===== config.mk =====
export PLATFORM = sky130hd
export DESIGN_NAME = drain_collector
export DESIGN_NICKNAME = d
export VERILOG_FILES = /design/src/rtl/drain_collector.sv
export SDC_FILE = /design/constraint.sdc
export NUM_CORES = 1
export LEC_CHECK = 0
export CORE_AREA = 8 8 243 245
export DETAILED_ROUTE_END_ITERATION = 8
export DIE_AREA = 0 0 251 253
export PLACE_DENSITY = 0.76
export SLEW_MARGIN = 20
export SYNTH_ARGS = -nofsm -noshare
export SYNTH_HDL_FRONTEND = slang
export SYNTH_SLANG_ARGS = --single-unit

===== constraint.sdc =====
create_clock -name clk -period 3 [get_ports clk]
set_input_delay 0.3 -clock clk [delete_from_list [all_inputs] [get_ports clk]]
set_output_delay 0.3 -clock clk [all_outputs]
set_load 0.01 [all_outputs]

===== src/rtl/drain_collector.sv =====
// drain_collector: de-skews a 4-lane diagonal wavefront from the systolic array
// and reassembles it into a 4x4 result matrix held stable for the consumer.
module drain_collector #(
  parameter int unsigned WIDTH = 32
) (
  input  logic             clk,
  input  logic             rst_n,
  input  logic             start,
  input  logic             q_valid,
  input  logic [WIDTH-1:0] q1,
  input  logic [WIDTH-1:0] q2,
  input  logic [WIDTH-1:0] q3,
  input  logic [WIDTH-1:0] q4,
  output logic             busy,
  output logic             done,
  output logic             out_valid,
  output logic [WIDTH-1:0] o11,
  output logic [WIDTH-1:0] o12,
  output logic [WIDTH-1:0] o13,
  output logic [WIDTH-1:0] o14,
  output logic [WIDTH-1:0] o21,
  output logic [WIDTH-1:0] o22,
  output logic [WIDTH-1:0] o23,
  output logic [WIDTH-1:0] o24,
  output logic [WIDTH-1:0] o31,
  output logic [WIDTH-1:0] o32,
  output logic [WIDTH-1:0] o33,
  output logic [WIDTH-1:0] o34,
  output logic [WIDTH-1:0] o41,
  output logic [WIDTH-1:0] o42,
  output logic [WIDTH-1:0] o43,
  output logic [WIDTH-1:0] o44
);

  typedef enum logic [0:0] {StIdle, StCollect} state_e;

  state_e           state_q;
  logic [2:0]       beat_q;
  logic             busy_q;
  logic             done_q;
  logic             out_valid_q;
  logic [WIDTH-1:0] mat_q [4][4];

  logic [WIDTH-1:0] lane   [4];
  logic             wr_en  [4];
  logic [1:0]       wr_row [4];
  logic [3:0]       next_beat;

  assign lane[0] = q1;
  assign lane[1] = q2;
  assign lane[2] = q3;
  assign lane[3] = q4;

  // Decode which lanes are live for the upcoming beat and which row each one lands in.
  always_comb begin
    next_beat = {1'b0, beat_q} + 4'd1;
    for (int jj = 0; jj < 4; jj++) begin
      wr_en[jj]  = 1'b0;
      wr_row[jj] = 2'd0;
      // Lane jj+1 is active on beats jj+1 .. jj+4 and fills rows bottom-up.
      if ((4'(jj + 1) <= next_beat) && (next_beat <= 4'(jj + 4))) begin
        wr_en[jj]  = 1'b1;
        wr_row[jj] = 2'(jj + 4 - int'(next_beat));
      end
    end
  end

  // Collection FSM with registered status outputs and the matrix store.
  always_ff @(posedge clk or negedge rst_n) begin
    if (!rst_n) begin
      state_q     <= StIdle;
      beat_q      <= 3'd0;
      busy_q      <= 1'b0;
      done_q      <= 1'b0;
      out_valid_q <= 1'b0;
      for (int r = 0; r < 4; r++) begin
        for (int c = 0; c < 4; c++) begin
          mat_q[r][c] <= '0;
        end
      end
    end else begin
      done_q <= 1'b0;
      unique case (state_q)
        StIdle: begin
          // q_valid is ignored here, including in the start cycle.
          if (start) begin
            state_q     <= StCollect;
            beat_q      <= 3'd0;
            busy_q      <= 1'b1;
            out_valid_q <= 1'b0;
          end
        end
        StCollect: begin
          if (q_valid) begin
            beat_q <= beat_q + 3'd1;
            for (int jj = 0; jj < 4; jj++) begin
              if (wr_en[jj]) begin
                mat_q[wr_row[jj]][jj] <= lane[jj];
              end
            end
            if (beat_q == 3'd6) begin
              state_q     <= StIdle;
              busy_q      <= 1'b0;
              done_q      <= 1'b1;
              out_valid_q <= 1'b1;
            end
          end
        end
        default: state_q <= StIdle;
      endcase
    end
  end

  assign busy      = busy_q;
  assign done      = done_q;
  assign out_valid = out_valid_q;

  assign o11 = mat_q[0][0];
  assign o12 = mat_q[0][1];
  assign o13 = mat_q[0][2];
  assign o14 = mat_q[0][3];
  assign o21 = mat_q[1][0];
  assign o22 = mat_q[1][1];
  assign o23 = mat_q[1][2];
  assign o24 = mat_q[1][3];
  assign o31 = mat_q[2][0];
  assign o32 = mat_q[2][1];
  assign o33 = mat_q[2][2];
  assign o34 = mat_q[2][3];
  assign o41 = mat_q[3][0];
  assign o42 = mat_q[3][1];
  assign o43 = mat_q[3][2];
  assign o44 = mat_q[3][3];

endmodule


==> impl_metrics.env, run 1 <==
export IMPL_status="completed"
export IMPL_worstMarginPinSlew_ns=0.708
export IMPL_reg2reg_depth=6
export IMPL_gp_congestion=0.816
export IMPL_required_ns=3.45
export IMPL_maxCapViolations=0
export IMPL_power_total_mw=35.1
export IMPL_hold_class="input pin to asynchronous set/reset pin"
export IMPL_ant_nets=0
export IMPL_grt_max_degree=80
export IMPL_cts_tree="yes"
export IMPL_hold_viol=0
export IMPL_ys_warn_count=0
export IMPL_p_switching_mw=11.1
export IMPL_p_leak_nw=12.3
export IMPL_clk_latency_ns=0.58
export IMPL_htreeDepth=2
export IMPL_ir_worst_vdd_mv=0.786
export IMPL_drt_iter0_markers=436
export IMPL_place_area_sq_um=27300
export IMPL_via_per_inst=4.83
export IMPL_synth_seq_cells=519
export IMPL_area_delta_synth_final_pct=47.3
export IMPL_die_area_sq_um=63500
export IMPL_cp_arrival_ns=3.31
export IMPL_multiInputGateArea_sq_um=6490
export IMPL_slew_headroom_pct=52.8
export IMPL_p_sw_share_pct=31.7
export IMPL_pwr_share_seq_pct=35.7
export IMPL_clkTransAtPathRegs_ns=0.06
export IMPL_post_cts_buffers=0
export IMPL_drt_total_wl_mm=59.9
export IMPL_clkSinkCount=519
export IMPL_antenna_found_initial=2
export IMPL_critPathMaxFanout=32
export IMPL_startpoint="beat_q[0]"
export IMPL_hpwl_mm=43.2
export IMPL_drive_above_1_share_pct=25.4
export IMPL_min_period_over_period_pct=95.2
export IMPL_grt_pass1_wl_mm=89.7
export IMPL_track_usage_pct=18.3
export IMPL_worstSetupPathType="register to register"
export IMPL_io_pins=647
export IMPL_numCtsBuffers=55
export IMPL_ctsResizeCount=0
export IMPL_io_buffers=646
export IMPL_skew_ns=0.0201
export IMPL_power_internal_mw=23.9
export IMPL_core_sq_um=55500
export IMPL_drc_errors=0
export IMPL_avgSynthCellArea_sq_um=17.1
export IMPL_final_nets=1973
export IMPL_yosys_cell_types_count=41
export IMPL_clk_path_buf_depth=3
export IMPL_dr_pass1_iters=4
export IMPL_first_global_vias=14028
export IMPL_p_clk_share_pct=19.3
export IMPL_ys_seq_area_share_pct=65.7
export IMPL_combPwrFrac_pct=45.0
export IMPL_power_density_nw_per_um2=1200
export IMPL_die_height_um=253
export IMPL_fillCellCount=4490
export IMPL_cts_root_buf="clkbuf_16"
export IMPL_syn_nets=1294
export IMPL_final_area_sq_um=29100
export IMPL_syn_cell_area_sq_um=19800
export IMPL_min_period_ns=2.86
export IMPL_slew_violations=0
export IMPL_via_count=12523
export IMPL_floorplan_initialDensity_pct=35.6
export IMPL_endpoint_kind="register"
export IMPL_setup_worst_path_start_class="register"
export IMPL_placementRows=87
export IMPL_die_x_um=251
export IMPL_r2r_start="beat_q[0]"
export IMPL_seqCellArea_sq_um=13000
export IMPL_fmax_mhz=350
export IMPL_post_drt_wl_per_cell_um=23.1
export IMPL_syn_inst=1156
export IMPL_overflow=0
export IMPL_rsz0062_at_grt="false"
export IMPL_hold_slack_ns=0.311
export IMPL_setup_violations=0
export IMPL_fin_tns_setup_ns=0
[timing repair]
| action | 4_1_cts | 5_1_grt |
|---|---|---|
| hold buffers | 1 | 0 |
| setup endpoints to repair | 0 | 0 |
| hold endpoints to repair | 63 | 0 |
[kinds of logic (layout without fill, tap and decap cells)]
group                    count (synthesis)  after routing  share of synthesized area, %
buffers and inverters                   58            782                          1.93
XOR/XNOR                                 1              1                        0.0443
AND/OR/NAND/NOR                         43             43                          1.46
other                                    0              1                             0
AO/OA/AOI/OAI                           16             16                         0.740
flip-flops                             519            519                          65.7
multiplexers                           513            513                          29.8
adder cells (fa/ha/maj)                  6              6                         0.380
[worst paths after layout]
check,to,slack (ns)
max in group asynchronous,o41[11],1.67
min in group clk,o14[3],0.40
setup reg to reg,o11[13],0.14
setup / recovery,o11[13],0.14
hold / removal,o41[20],0.31
hold reg to reg,out_valid,0.48
[synthesized netlist by cell type (all sizes together)]
cell type / n / area share (%)
nor2b: 1 / 0.032
and2: 1 / 0.032
a21boi: 2 / 0.095
a211oi: 2 / 0.13
ha: 6 / 0.38
nand3b: 1 / 0.038
a2111oi: 1 / 0.14
and4b: 1 / 0.051
o22ai: 1 / 0.032
o21ai: 2 / 0.051
nor2: 6 / 0.11
a21o: 3 / 0.11
nand4b: 1 / 0.044
and2b: 1 / 0.038
and4: 1 / 0.044
nor4bb: 1 / 0.051
mux2: 512 / 30
nor3: 3 / 0.15
buf: 54 / 1.9
nand4: 4 / 0.13
mux2i: 1 / 0.051
or3b: 1 / 0.044
a21oi: 5 / 0.18
nand2: 11 / 0.22
or4b: 2 / 0.10
inv: 4 / 0.076
nand3: 3 / 0.076
xor2: 1 / 0.044
dfrtp: 519 / 66
nor3b: 1 / 0.063
nand2b: 2 / 0.063
nor4: 2 / 0.17
[per-layer routing]
| metal | share of wire (%) | wire length, um | global-route usage, % | vias up |
|---|---|---|---|---|
| met3 | 8.8 | 5240 | 6.64 | 137 |
| met1 | 36 | 21800 | 20.2 | 6441 |
| met5 | 0.022 | 13 | 0 | - |
| met2 | 51 | 30200 | 31.9 | 472 |
| li1 | - | - | - | 5471 |
| met4 | 4.4 | 2630 | 7.83 | 2 |
[stage by stage]
stage / instances / utilization [%] / setup WS (ns)
2_1_floorplan: 1156 / - / 0.447
3_3_place_gp: 2489 / 49.2 / 0.247
3_5_place_dp: 2489 / 49.2 / 0.161
4_1_cts: 2592 / 52.5 / 0.108
5_1_grt: 2593 / 52.5 / 0.00531
6_report: 2593 / 52.5 / 0.145
[state kept, by name, summed over array words and instances (netlist names), 3 cells and up]
signal	flops
o11	32
o12	32
o13	32
o14	32
o21	32
o22	32
o23	32
o24	32
o31	32
o32	32
o33	32
o34	32
o41	32
o42	32
o43	32
o44	32
beat_q	3
[power by group through the flow]
| stage | combinational, mW | clock [mW] | sequential, mW |
|---|---|---|---|
| after floorplan | 4.84 | 0 | 13.9 |
| after global placement | 15.7 | 0 | 12.4 |
| after detailed placement | 16.0 | 0 | 12.6 |
| after CTS | 16.1 | 6.98 | 12.5 |
| after global routing | 16.7 | 7.25 | 12.9 |
| final | 15.8 | 6.76 | 12.5 |
[cells in the final DEF (no fill, tap or decap), types with 4 or more instances in the layout]
cell type,Yosys,final
a21oi_4,0,4
buf_12,0,19
buf_4,6,10
bufinv_16,0,4
clkbuf_1,0,19
clkbuf_16,0,57
clkbuf_8,0,7
clkdlybuf4s50_1,0,645
clkinv_2,0,8
dfrtp_1,519,519
ha_1,6,6
inv_1,4,4
mux2_1,164,164
mux2_2,318,318
mux2_4,30,30
nand2_1,10,10
nand4_1,4,4
nor2_1,6,6
[cell type report]
type / count / area share, %
multi-input cells: 579 / 22.3
inverters: 4 / 0.0515
repair buffers: 676 / 23.8
diodes: 1 / 0.00859
clock inverters: 19 / 0.747
well taps: 712 / 3.06
flip-flops and latches: 519 / 44.6
clock buffers: 83 / 5.47
[worst max-delay path: stages, from the launching register on]
cell and delay [ns]:
dfrtp_1 0.56, inv_1 0.22, ha_1 0.57, o21ai_1 0.26
a2111oi_4 0.46, buf_12 0.25, mux2_1 0.36
Note: power is estimated with default switching activity, not from simulation.
==> run 2: changes to the inputs <==
Settings changed: CORE_AREA 8 8 243 245 to 2 2 255 257, DIE_AREA 0 0 251 253 to 0 0 257 259, PLACE_DENSITY 0.76 to 0.65.
Clock period 3 ns to 2.55 ns, I/O delays scaled along.
==> run 2 against run 1 <==
Clock skew decreased by 0.0093 ns. Via count is essentially flat. Flip-flop and latch count unchanged. Critical path depth unchanged. Global-route usage shrank 0.81 points. Final cell count grew 6.1%. Count of clock-buffer cells in the layout increased by 2. Wire length decreased by 1.4%. Cell area increased by 1.7%. Total power rose by 19%.
==> impl_metrics.env, run 2 (synthesis results as in run 1) <==
export IMPL_n_antenna_cell=0
export IMPL_fin_ws_ns=0.109
export IMPL_worstSetupPathType="register to register"
export IMPL_numCtsBuffers=56
export IMPL_ir_worst_vdd_mv=0.736
export IMPL_r2r_start="beat_q[1]"
export IMPL_cp_arrival_ns=2.91
export IMPL_crit_family="simple AND/OR/NAND/NOR gates"
export IMPL_core_sq_um=63900
export IMPL_post_drt_wl_per_cell_um=21.5
export IMPL_hold_viol=0
export IMPL_reg2reg_depth=6
export IMPL_die_x_um=257
export IMPL_clkTransAtPathRegs_ns=0.06
export IMPL_io_buffers=646
export IMPL_ff2ff_setup_slack_ns=0.11
export IMPL_startpoint="beat_q[1]"
export IMPL_crit_buf_inv=2
export IMPL_floorplan_initialDensity_pct=31.0
export IMPL_antenna_found_initial=1
export IMPL_first_global_vias=14065
export IMPL_rsz0062_at_grt="false"
export IMPL_htreeDepth=2
export IMPL_area_delta_synth_final_pct=49.9
export IMPL_final_nets=1994
export IMPL_grt_max_degree=78
export IMPL_placementRows=93
export IMPL_path_cells="inv_1 > ha_2 > a211oi_2 > or3b_2 > buf_12 > mux2_1"
export IMPL_final_common_cell="clkdlybuf4s50_1"
export IMPL_endpoint_kind="register"
export IMPL_fmax_mhz=410
export IMPL_clk_latency_ns=0.59
export IMPL_slew_headroom_pct=53.7
export IMPL_drive_above_1_share_pct=26.7
export IMPL_setup_violations=0
export IMPL_status="completed"
export IMPL_required_ns=3.02
export IMPL_cts_tree="yes"
export IMPL_maxCapViolations=0
export IMPL_final_area_sq_um=29600
export IMPL_worstMarginPinSlew_ns=0.687
export IMPL_fin_tns_setup_ns=0
export IMPL_min_period_over_period_pct=95.7
export IMPL_drt_iter0_markers=463
export IMPL_critPathMaxStageDelay_ns=0.51
export IMPL_setup_worst_path_start_class="register"
export IMPL_io_pins=647
export IMPL_p_leak_nw=12.5
export IMPL_die_area_sq_um=66600
export IMPL_via_count=12524
export IMPL_hpwl_mm=42.3
export IMPL_via_per_inst=4.55
export IMPL_dr_pass1_iters=4
export IMPL_slew_violations=0
export IMPL_place_ws_ns=0.0637
export IMPL_power_density_nw_per_um2=1410
export IMPL_drc_errors=0
export IMPL_clk_path_buf_depth=3
export IMPL_grt_pass1_wl_mm=89.8
export IMPL_gp_congestion=0.803
export IMPL_skew_ns=0.0109
export IMPL_cp_slowest_cell="or3b_2"
export IMPL_min_period_ns=2.44
export IMPL_r2r_end="o23[0]"
export IMPL_place_area_sq_um=27700
export IMPL_clkSinkCount=519
export IMPL_hold_class="input pin to asynchronous set/reset pin"
export IMPL_critPathMaxFanout=32
export IMPL_die_height_um=259
export IMPL_final_cell_mix="645 x clkdlybuf4s50_1, 519 x dfrtp_1, 318 x mux2_2, 164 x mux2_1, 57 x clkbuf_16"
export IMPL_ant_nets=0
export IMPL_track_usage_pct=17.5
export IMPL_overflow=0
export IMPL_cts_root_buf="clkbuf_16"
export IMPL_drt_total_wl_mm=59.1
-- run 2: metal layers --
layer	routed length, um	up-vias	track usage (%)
met2	29900	449	30.9
met5	0	-	0
li1	-	5523	-
met4	1910	0	6.19
met1	22700	6465	19.7
met3	4650	87	6.03
-- run 2: stage by stage --
step,hold slack (ns),utilization [%],power [mW],cells
after floorplan,-0.0406,-,22.1,1156
after global placement,0.231,43.3,33.2,2649
after detailed placement,0.238,43.3,33.7,2649
after CTS,0.189,46.3,42.2,2749
after global routing,0.234,46.4,43.9,2752
final,0.228,46.4,41.6,2752
-- run 2: layout make-up --
type                       count  area (sq um)
clock buffer                  85          1720
timing repair buffer         696          7160
inverter                       4          15.0
sequential                   519         13000
clock inverter                14           183
multi-input combinational    579          6500
fill                        5551         34200
tap                          855          1070
-- run 2: how the worst max path moves through the flow --
stage / end / slack [ns] / cells after the start
final: o23[0] / 0.11 / 6
after global routing: o11[31] / 0.002 / 6
after CTS: o22[8] / 0.03 / 7
after detailed placement: o22[10] / 0.06 / 7
after global placement: o22[31] / 0.1 / 7
after floorplan: o11[10] / 0.06 / 7
-- run 2: timing repair --
| item | 4_1_cts | 5_1_grt |
|---|---|---|
| setup endpoints to repair | 0 | 99 |
| hold buffers | 1 | 0 |
| buffers inserted | 0 | 3 |
| hold endpoints to repair | 71 | 0 |
| gates resized for setup | 0 | 1 |
-- run 2: where the power goes --
part | internal (mW) | switching, mW
combinational | 11.2 | 7.51
sequential | 12.4 | 2.26
clock | 5.02 | 3.24
